File: config.mk
export PLATFORM = sky130hd
export DESIGN_NAME = t_counter_n
export DESIGN_NICKNAME = d
export VERILOG_FILES = /design/src/rtl/t_counter_pkg.sv /design/src/rtl/t_ff_cell.sv /design/src/rtl/t_counter_n.sv
export SDC_FILE = /design/constraint.sdc
export NUM_CORES = 1
export LEC_CHECK = 0
export ABC_AREA = 1
export CAP_MARGIN = 40
export CORE_MARGIN = 5
export CORE_UTILIZATION = 44
export CTS_CLUSTER_SIZE = 28
export DETAILED_ROUTE_END_ITERATION = 8
export HOLD_SLACK_MARGIN = 0.02
export PLACE_DENSITY = 0.9
export SLEW_MARGIN = 10
export SYNTH_ARGS = -nofsm -noshare
export SYNTH_HDL_FRONTEND = slang
export SYNTH_SLANG_ARGS = --single-unit
File: constraint.sdc
create_clock -name clk -period 2.1 [get_ports clk]
set_input_delay 0.63 -clock clk [delete_from_list [all_inputs] [get_ports clk]]
set_output_delay 0.63 -clock clk [all_outputs]
set_load 0.01 [all_outputs]
File: src/rtl/t_counter_pkg.sv
// rtl/t_counter_pkg.sv - mode encoding and terminal-value helper for t_counter_n
package t_counter_pkg;

    typedef enum logic [1:0] {
        MODE_HOLD   = 2'b00,
        MODE_TOGGLE = 2'b01,
        MODE_UP     = 2'b10,
        MODE_DOWN   = 2'b11
    } mode_e;

    // Value at which a count in the given direction wraps on the next advance.
    function automatic int terminal_value(input logic count_up, input int modulus);
        return count_up ? modulus - 1 : 0;
    endfunction

endpackage

File: src/rtl/t_ff_cell.sv
// rtl/t_ff_cell.sv - single-bit toggle cell with synchronous active-high reset
module t_ff_cell #(
    parameter bit RST_VAL = 1'b0
) (
    input  logic clk,
    input  logic rst,
    input  logic t,
    output logic q,
    output logic qbar
);

    logic q_q;

    always_ff @(posedge clk) begin
        if (rst) begin
            q_q <= RST_VAL;
        end else if (t) begin
            q_q <= ~q_q;
        end
    end

    assign q    = q_q;
    assign qbar = ~q_q;

endmodule

File: src/rtl/t_counter_n.sv
// rtl/t_counter_n.sv - WIDTH-bit toggle register / modulo-N up-down counter built from T cells
module t_counter_n
    import t_counter_pkg::*;
#(
    parameter int WIDTH   = 8,
    parameter int MODULUS = 2**WIDTH,
    parameter int RST_VAL = 0
) (
    input  logic             clk,
    input  logic             rst,
    input  logic             en,
    input  logic [1:0]       mode,
    input  logic [WIDTH-1:0] t,
    input  logic             load,
    input  logic [WIDTH-1:0] d,
    output logic [WIDTH-1:0] q,
    output logic [WIDTH-1:0] qbar,
    output logic             tc,
    output logic             wrap
);

    // One extra bit so that MODULUS = 2**WIDTH is representable.
    localparam logic [WIDTH:0]   MOD_W   = (WIDTH+1)'(MODULUS);
    localparam logic [WIDTH:0]   TERM_UP = (WIDTH+1)'(terminal_value(1'b1, MODULUS));
    localparam logic [WIDTH:0]   TERM_DN = (WIDTH+1)'(terminal_value(1'b0, MODULUS));
    localparam logic [WIDTH-1:0] RST_V   = WIDTH'(RST_VAL);

    mode_e            mode_s;
    logic [WIDTH:0]   q_ext;
    logic [WIDTH-1:0] q_next;
    logic [WIDTH-1:0] t_vec;
    logic             wrap_d;
    logic             wrap_q;

    assign mode_s = mode_e'(mode);
    assign q_ext  = {1'b0, q};

    always_comb begin
        q_next = q;
        wrap_d = 1'b0;
        if (load) begin
            q_next = d;
        end else if (en) begin
            case (mode_s)
                MODE_HOLD:   q_next = q;
                MODE_TOGGLE: q_next = q ^ t;
                MODE_UP: begin
                    if (q_ext >= TERM_UP) begin
                        q_next = '0;
                        wrap_d = 1'b1;
                    end else begin
                        q_next = q + WIDTH'(1);
                    end
                end
                MODE_DOWN: begin
                    if (q_ext == TERM_DN || q_ext >= MOD_W) begin
                        q_next = TERM_UP[WIDTH-1:0];
                        wrap_d = 1'b1;
                    end else begin
                        q_next = q - WIDTH'(1);
                    end
                end
            endcase
        end
    end

    // Out-of-range values never match, so tc stays low on their corrective wrap.
    always_comb begin
        tc = 1'b0;
        if (en) begin
            if (mode_s == MODE_UP && q_ext == TERM_UP) begin
                tc = 1'b1;
            end else if (mode_s == MODE_DOWN && q_ext == TERM_DN) begin
                tc = 1'b1;
            end
        end
    end

    // Every non-reset update, including load, reaches the cells as a toggle mask.
    assign t_vec = q ^ q_next;

    for (genvar i = 0; i < WIDTH; i++) begin : g_cell
        t_ff_cell #(
            .RST_VAL (RST_V[i])
        ) u_cell (
            .clk  (clk),
            .rst  (rst),
            .t    (t_vec[i]),
            .q    (q[i]),
            .qbar (qbar[i])
        );
    end

    always_ff @(posedge clk) begin
        if (rst) begin
            wrap_q <= 1'b0;
        end else begin
            wrap_q <= wrap_d;
        end
    end

    assign wrap = wrap_q;

endmodule
==> results.toml <==
[critical_path]
crit_chain = "buf_4 > ha_4 > nand2_2 > nor2_4 > nand3_2 > a21oi_2 > buf_2"
worst_setup_path_end_kind = "output port"
worst_ep_required_time_ps = 1470
crit_fanout = 3
crit_arrival_ps = 1540
worst-r2r-cell-count = 11
critical_path.max_stage_delay_ps = 360
critical-path-slowest-cell = "dfxtp_4"
startpoint_type = "flip-flop"
critical_path_class = "reg2out"

[clocking]
clk_latency_ps = 270
cts_made_buffers = 3
cts.reportedPaths.clkPinSlew_ps = 60
cts_max_path_buffers = 2
cts-root-buf = "clkbuf_4"
cts_sinks = 9
cts.htree.levels = 1
cts_tree = "done"
cts_hold_buf = 0

[timing]
worst_pin_slew_ps = 299
final_hold_viol_count = 0
worst_slack_ps = -67.6
finalSetupViolCount = 1
post-route-period-util_pct = 103
fmax_mhz = 461
fin_crit_ps = 2170
slew-limit-headroom_pct = 80.0
grt_setup_unrepaired = "yes"
skew_ps = 1.57
slew_violations = 0
timing.hold.ws_ps = 604

[drt]
dr.pass1.iters = 4
ant_nets = 0
drt_wl_total_um = 3990
avgViaCountPerCell = 5.33
num_vias = 1454
drt_iter0_markers = 76
drt_drc_violations_left = 0
wl_per_cell_um = 14.6

[power]
powerDensity_nw_per_um2 = 411
ir_drop_mv = 0.434
power_mw = 0.718
p_leak_nw = 0.780

[finish]
diodes = 0
layout-drive-gt1-share_pct = 30.9
areaGrowthSynthToFinish_pct = 61.9
final_util_pct = 72.5
fin_nets = 268

[logic_synthesis]
synth_area_um2 = 1080
synth_seq_cells = 9
synth_warnings = 0
synth_cells = 180
syn-num-nets = 204
yosys.cell_types.count = 26
avgSynthCellArea_um2 = 5.99
ys_seq_area_share_pct = 16.7

[floorplan]
ios = 40
die_w_um = 59.5
fp-row-count = 18
dieArea_um2 = 3540
start_util_pct = 44.8
core-area_um2 = 2410
die_h_um = 59.5

[job]
max_cap_violations = 0

[placed_design]
place_congestion = 0.906
dp_hpwl_um = 2940
io_buffers = 39

[hold_path]
hp-class = "reg2reg"
holdPathStages = 2

[global_routing]
grt_pass1_vias = 1383
grt-ovfl-total = 0
track_usage_pct = 22.6
grt_pass1_wl_um = 6050
antenna_found_initial = 0
grt_max_degree = 10

[status]
violations = "setup timing"
status = "complete, but fails checks"
## worst paths after layout
check / endpoint / start / slack (ps)
worst max-delay path: tc / g_cell[0].u_cell.q / -70
worst min-delay path: g_cell[7].u_cell.q / g_cell[7].u_cell.q / 600
worst max register to register: g_cell[3].u_cell.q / g_cell[0].u_cell.q / 280
worst min register to register: g_cell[7].u_cell.q / g_cell[7].u_cell.q / 600
## layout make-up
type,count,area (um2)
clock buffers,4,26.3
fillers,171,663
inverters,21,81.3
multi-input cells,128,712
flip-flops and latches,9,185
well taps,30,37.5
repair buffers,81,704
## critical path: cells and delay by family, from the launching register on
kind | cells | cell delay (ps)
flip-flops | 1 | 360
AND/OR/NAND/NOR | 3 | 340
buffers and inverters | 2 | 270
AO/OA/AOI/OAI | 1 | 160
adder cells (fa/ha/maj) | 1 | 140
## kinds of logic (layout without fill, tap and decap cells)
family | count (synthesis) | count (layout) | share of synthesized area, %
AO/OA/AOI/OAI | 45 | 45 | 23.1
XOR/XNOR | 5 | 5 | 4.06
adder cells (fa/ha/maj) | 2 | 2 | 2.32
buffers and inverters | 43 | 106 | 21.7
flip-flops | 9 | 9 | 16.7
AND/OR/NAND/NOR | 76 | 76 | 32.1
## placed cells by master (no fill, tap or decap)
cell,n
nand3_2,1
or2_2,1
nor2_4,3
nor2_1,15
buf_4,42
inv_1,13
ha_4,2
dlymetal6s2s_1,3
clkdlybuf4s50_1,33
nand2_1,30
and3_1,1
nor3_1,1
clkbuf_1,1
dfxtp_2,1
inv_4,1
xnor2_1,5
inv_2,7
dfxtp_4,1
nand3_4,1
o21ai_0,16
a21oi_1,19
clkbuf_2,1
dfxtp_1,7
o21ai_1,3
clkdlybuf4s15_2,1
nand2_2,3
o211ai_1,1
a21o_1,1
clkbuf_4,3
buf_2,1
a21oi_2,4
nor2_2,2
o221ai_1,1
nand3_1,18
## power by group
| group | total (mW) | switching, mW | internal (mW) |
|---|---|---|---|
| sequential | 0.199 | 0.0152 | 0.183 |
| clock | 0.136 | 0.0628 | 0.0734 |
| combinational | 0.383 | 0.184 | 0.199 |
| total | 0.718 | 0.262 | 0.456 |
## metal layers
metal | track usage (%) | part of all wire [%] | up-vias
li1 | - | - | 698
met1 | 23.8 | 39 | 648
met2 | 40.6 | 47 | 87
met3 | 5.23 | 8.5 | 21
met4 | 13.0 | 4.9 | 0
met5 | 0 | 0 | -
## sequential cells by signal, indices dropped and copies added, names as in the netlist
name and count:
g_cell.u_cell.q 8, wrap 1
## through the flow
step	area, um2	setup TNS [ps]	setup slack [ps]	instances
3_5_place_dp	1610	-938	-763	261
5_1_grt	1750	-148	-136	273
2_1_floorplan	1080	0	140	180
6_report	1750	-67.6	-67.6	273
4_1_cts	1700	-43.4	-43.4	270
3_3_place_gp	1610	-739	-739	261
## synth_stat cells (all sizes together)
master | n | area, um2
inv | 21 | 78.8
xnor2 | 5 | 43.8
o211ai | 1 | 7.51
nor3 | 1 | 5.00
o21ai | 19 | 95.1
buf | 22 | 155
o221ai | 1 | 8.76
ha | 2 | 25.0
nand3 | 20 | 105
or2 | 1 | 6.26
nor2 | 20 | 97.6
and3 | 1 | 6.26
dfxtp | 9 | 180
a21o | 1 | 7.51
a21oi | 23 | 130
nand2 | 33 | 126
## repair_timing
item / in CTS / in global routing
endpoints found under the hold margin: 0 / 0
pin swaps: 4 / 5
setup endpoints to repair: 1 / 4
buffers inserted: 5 / 3
gates resized for setup: 20 / 9
(Power assumes the default switching activity.)
